`src/rtl/seq_detector_param.sv`:
```
// Bit-serial Mealy sequence detector with a runtime-loadable pattern and length,
// run-time overlap selection and a saturating match counter.
module seq_detector_param #(
    parameter int unsigned          MAX_W         = 8,
    parameter int unsigned          CNT_W         = 8,
    parameter logic [MAX_W-1:0]     RESET_PATTERN = MAX_W'(8'b0000_1101),
    parameter int unsigned          RESET_LEN     = 4
) (
    input  logic                         clk,
    input  logic                         rst,
    input  logic                         en,
    input  logic                         in,
    input  logic                         overlap,
    input  logic                         cfg_load,
    input  logic [MAX_W-1:0]             cfg_pattern,
    input  logic [$clog2(MAX_W+1)-1:0]   cfg_len,
    input  logic                         clr_count,
    output logic                         out,
    output logic [CNT_W-1:0]             match_count
);

    localparam int unsigned LW = $clog2(MAX_W + 1);
    localparam int unsigned VW = $clog2(MAX_W);
    localparam logic [VW-1:0] VMAX = VW'(MAX_W - 1);

    logic [MAX_W-1:0] pat_q, pat_d;
    logic [LW-1:0]    len_q, len_d;
    logic [MAX_W-2:0] hist_q, hist_d;
    logic [VW-1:0]    vcnt_q, vcnt_d;
    logic [CNT_W-1:0] cnt_q, cnt_d;

    logic [MAX_W-1:0] window;
    logic [MAX_W-1:0] mask;
    logic             hit;
    logic             armed;

    // State register
    always_ff @(posedge clk or posedge rst) begin
        if (rst) begin
            pat_q  <= RESET_PATTERN;
            len_q  <= LW'(RESET_LEN);
            hist_q <= '0;
            vcnt_q <= '0;
            cnt_q  <= '0;
        end else begin
            pat_q  <= pat_d;
            len_q  <= len_d;
            hist_q <= hist_d;
            vcnt_q <= vcnt_d;
            cnt_q  <= cnt_d;
        end
    end

    // Window compare: only the lower len_q bits of {hist, in} take part
    always_comb begin
        window = {hist_q, in};
        mask   = '0;
        for (int i = 0; i < MAX_W; i++) begin
            mask[i] = (i < int'(len_q));
        end
        hit   = (((window ^ pat_q) & mask) == '0);
        // vcnt >= len-1, written without subtraction
        armed = ((LW'(vcnt_q) + LW'(1)) >= len_q);
    end

    // Next-state logic
    always_comb begin
        pat_d  = pat_q;
        len_d  = len_q;
        hist_d = hist_q;
        vcnt_d = vcnt_q;
        cnt_d  = cnt_q;

        if (cfg_load) begin
            pat_d  = cfg_pattern;
            vcnt_d = '0;
            if (cfg_len == '0) begin
                len_d = LW'(1);
            end else if (cfg_len > LW'(MAX_W)) begin
                len_d = LW'(MAX_W);
            end else begin
                len_d = cfg_len;
            end
        end else if (en) begin
            hist_d = window[MAX_W-2:0];
            if (out && !overlap) begin
                vcnt_d = '0;
            end else if (vcnt_q != VMAX) begin
                vcnt_d = vcnt_q + VW'(1);
            end
        end

        if (clr_count) begin
            cnt_d = '0;
        end else if (out && (cnt_q != '1)) begin
            cnt_d = cnt_q + CNT_W'(1);
        end
    end

    // Outputs
    always_comb begin
        out         = en & ~cfg_load & ~rst & armed & hit;
        match_count = cnt_q;
    end

endmodule
```
`config.mk`:
```
export PLATFORM = sky130hd
export DESIGN_NAME = seq_detector_param
export DESIGN_NICKNAME = d
export VERILOG_FILES = /design/src/rtl/seq_detector_param.sv
export SDC_FILE = /design/constraint.sdc
export NUM_CORES = 1
export LEC_CHECK = 0
export CORE_MARGIN = 1.5
export CORE_UTILIZATION = 25
export CTS_CLUSTER_DIAMETER = 120
export DETAILED_ROUTE_END_ITERATION = 8
export SLEW_MARGIN = 40
export SYNTH_ARGS = -nofsm -noshare
export SYNTH_HDL_FRONTEND = slang
export SYNTH_SLANG_ARGS = --single-unit
```
`constraint.sdc`:
```
create_clock -name clk -period 7.8 [get_ports clk]
set_input_delay 1.56 -clock clk [delete_from_list [all_inputs] [get_ports clk]]
set_output_delay 1.56 -clock clk [all_outputs]
set_load 0.02 [all_outputs]
```
==> results <==
- The number of instances in the placed design is 240.
- Setup repair after global routing left no endpoint under its margin.
- The via-per-instance ratio is 4.62.
- The layout has approximately 630 filler cells.
- The first routing iteration left 35 violations.
- The number of different library cells used by synthesis comes to 40.
- The max capacitance violation total is 0.
- For this run the aggregate overflow at the end of global routing stands at 0.
- The critical path class is in2out.
- The later pin in the worst-skew pair is clocked with a latency of 0.28 ns.
- The largest fanout on the critical path is 19.
- The number of synthesized flops with an enable pin is 0.
- Leaving out filler cells and counting taps, the final layout contains 248.
- The number of placed I/O pins is 28.
- The worst-path cell with the longest stage delay is sky130_fd_sc_hd__clkdlybuf4s50_1.
- The synthesized net count is about 170.
- The sequential cells in the finished layout cover a total of 756 um^2.
- The post-synthesis cell area is 0.00159 mm^2.
- The dominant synthesized flop cell is sky130_fd_sc_hd__dfrtp_1.
- The met3 usage in global routing is 4.07%.
- The row count is 28.
- For this design, the CTS-stage hold fixing added 0 buffers.
- The kind of cell adding the most delay to the critical path is buffers and inverters.
- The post-detailed-placement half-perimeter wirelength is 2.45 mm.
- Data on the critical path is required at its endpoint by 6.24 ns.
- Summed over all cells, the static leakage comes to ~0.82 nW.
- The sum of buffers and inverters on the critical path is 2.
- The detailed router placed about 1100 vias in this run.
- The port buffer count is 27.
- The run finished with clean final reports.
- The final critical-path setup slack is 1.86 ns.
- STA classifies the critical path endpoint as an output pin.
- The met2 track demand over resource is ~16%.
- The wire length per cell is 13.2 um.
- The worst stage delay on the critical path is 0.79 ns.
- In this run, CTS created clock tree buffers numbering 5.
- Prior to clock tree synthesis, the placed netlist has a worst setup slack of 1.83 ns.
- The number of clock sinks is 30.
- The congestion estimate from routability-driven global placement came to 0.738.
- For the finished layout, the period the worst path requires is 5.94 ns.
- The worst hold path belongs to the class reg2reg.
- Of the synthesized area, sequential elements account for approximately 48%.
- The clock slew at the register clock pins of the worst setup and hold paths is around 0.06 ns.
- For this run, asynchronously set or reset flops after synthesis account for 100%.
- The multi-input gate area in the final layout is 785 um^2.
- The die outline area is 0.00685 mm^2.
- The detailed-routing iteration count for the pre-antenna-repair pass is 4.
- The yosys synthesis warning count is 0.
- For this run, the post-layout net count is 198.
- The area growth from synthesis to layout is 27.1%.
- Wires add up to 3.28 mm.
- At the pin with the least slew margin, the transition time is 0.744 ns.
- The number of pins with negative max-slew slack in the final report is 0.
- For the final database, setup skew stands at roughly 0.0057 ns.
- 0 antenna diodes ended up in the layout.
- The die is around 83 um wide.
- The first global-routing pass estimated 5.42 mm of wire.
- The maximum number of pins on one net before global-route repair is 20.
- The hold violation count in the final report was 0.
- Synthesis produced between 100 and 150 cells.
- The clock root buffer is sky130_fd_sc_hd__clkbuf_8.
- The finished cells cover about 0.002 mm^2.
- The number of nets with antenna violations after routing is 0.
- After detailed routing, the number of remaining DRC violations is 0.
- In this run the power density over the cells is 197 mW/mm^2.
- The element type at the critical path start is a primary input.
- After clock tree synthesis, the setup repair step added 0 buffers.
- Setup violations remaining at the end of the flow were counted as 0.
- The global-route usage over all layers is 10.9%.
- The number of global-route vias before repair came to 1137.
- The TritonCTS clock tree is built.
- VDD sags by at most 0.0000801 V.
- The met1 layer usage reported by global route is 14.1%.
- Headroom to the max-slew limit came out at 50.2%.
- The signal on the critical path passes through clkdlybuf4s50_1 > nand2b_1 > a211o_1 > nor4_2 > and2_2 > clkdlybuf4s50_1.
- The average instance in the mapped netlist occupies approximately 11 um^2.
- The synthesized design contains 30 register bits.
- Measured along the y axis, the die boundary spans 82.8 um.
- The ratio of cells with drive above 1 in the final layout is approximately a fifth.
- The number of gates resized after CTS is 0.
- After routing, the total negative slack on setup checks comes to 0 ns.
- The H-tree depth reported by CTS is 2.
- The share of the core filled with cells is 33.6%.
- The initial core utilization is 26.4%.
- Timing would allow up to around 170 MHz.
- Of the available clock period, the critical path in the final layout requires 76.2%.
- The number of antenna violations at the first check in global routing is 0.
- The total cell area at the placement stage is 0.00193 mm^2.
- The cell that appears most often on the critical path is sky130_fd_sc_hd__clkdlybuf4s50_1.
- The most heavily used metal layer in global routing is met2.
- Data on the critical path arrives at its endpoint at 4.38 ns.
- The core footprint is 0.00603 mm^2.
- The clock passes through at most 2 buffers.
-- area by class of cell --
cell class                      instances  area share, %
Multi-Input combinational cell        102           38.8
Sequential cell                        30           37.4
Timing Repair Buffer                   28           13.7
Tap cell                               75           4.64
Clock buffer                            7           4.27
Inverter                                5          0.928
Clock inverter                          1          0.248
-- flip-flops by register name (all words and copies together) (netlist names) --
signal / count
match_count: 8
hist_q: 7
vcnt_q: 3
pat_q: 8
len_q: 4
-- logic make-up after synthesis --
family,after synthesis,share of synthesized area (%)
and+or+nand+nor,43,15.3
DFF,30,47.5
AOI/OAI and AO/OA,22,8.97
muxes,21,14.6
buffers and inverters,10,3.15
xor gates and xnor gates,9,4.96
adders and majority gates,7,5.51
-- layout by cell type (no fill, tap or decap), drive strengths merged, types with 5 or more instances in the layout --
cell type       n
clkdlybuf4s50  27
nand2           7
clkbuf          7
nor2            9
inv             5
dfrtp          26
ha              7
o22ai           6
mux2           17
xnor2           7
-- per-stage QoR --
stage	hold slack (ns)	power, W
2_1_floorplan	0.501	0.000251
3_3_place_gp	0.509	0.000273
3_5_place_dp	0.517	0.000275
4_1_cts	0.527	0.000406
5_1_grt	0.545	0.000425
6_report	0.522	0.000399
-- report_power, final --
group | leakage [nW] | switching, W | internal (W)
Sequential | 0.374 | 0.0000193 | 0.000178
Clock | 0.0482 | 0.0000561 | 0.0000710
Combinational | 0.402 | 0.0000295 | 0.0000453
Total | 0.825 | 0.000105 | 0.000294
-- routing by layer --
layer | part of all wire [%] | vias up
li1 | - | 576
met1 | 49 | 543
met2 | 46 | 22
met3 | 4.8 | 4
met4 | 0.95 | 0
met5 | 0 | -
-- cells in the mapped netlist, types with 4 or more instances --
cell type | count | share of area, %
sky130_fd_sc_hd__ha_1 | 7 | 5.5
sky130_fd_sc_hd__a21oi_1 | 4 | 1.3
sky130_fd_sc_hd__nand2_1 | 7 | 1.7
sky130_fd_sc_hd__xnor2_1 | 7 | 3.9
sky130_fd_sc_hd__dfstp_2 | 4 | 6.6
sky130_fd_sc_hd__mux2_2 | 17 | 12
sky130_fd_sc_hd__o21ai_0 | 4 | 1.3
sky130_fd_sc_hd__nor2b_1 | 4 | 1.6
sky130_fd_sc_hd__nor2_1 | 9 | 2.1
sky130_fd_sc_hd__inv_1 | 5 | 1.2
sky130_fd_sc_hd__o22ai_1 | 6 | 2.4
sky130_fd_sc_hd__dfrtp_1 | 26 | 41
sky130_fd_sc_hd__mux2i_1 | 4 | 2.5
-- path summary, 6_finish.rpt --
| path | startpoint | to | slack [ns] | cells past startpoint |
|---|---|---|---|---|
| max in group asynchronous | rst | pat_q[0]$_DFFE_PP1P_ | 5.41 | 3 |
| min | match_count[6]$_DFFE_PP0P_ | match_count[6]$_DFFE_PP0P_ | 0.52 | 1 |
| min reg2reg | match_count[6]$_DFFE_PP0P_ | match_count[6]$_DFFE_PP0P_ | 0.52 | 1 |
| min in group asynchronous | rst | hist_q[5]$_DFFE_PP0P_ | 1.70 | 2 |
| max | cfg_load | out | 1.86 | 6 |
| max reg2reg | vcnt_q[0]$_DFFE_PP0P_ | match_count[5]$_DFFE_PP0P_ | 5.04 | 9 |
(Power assumes the default switching activity.)
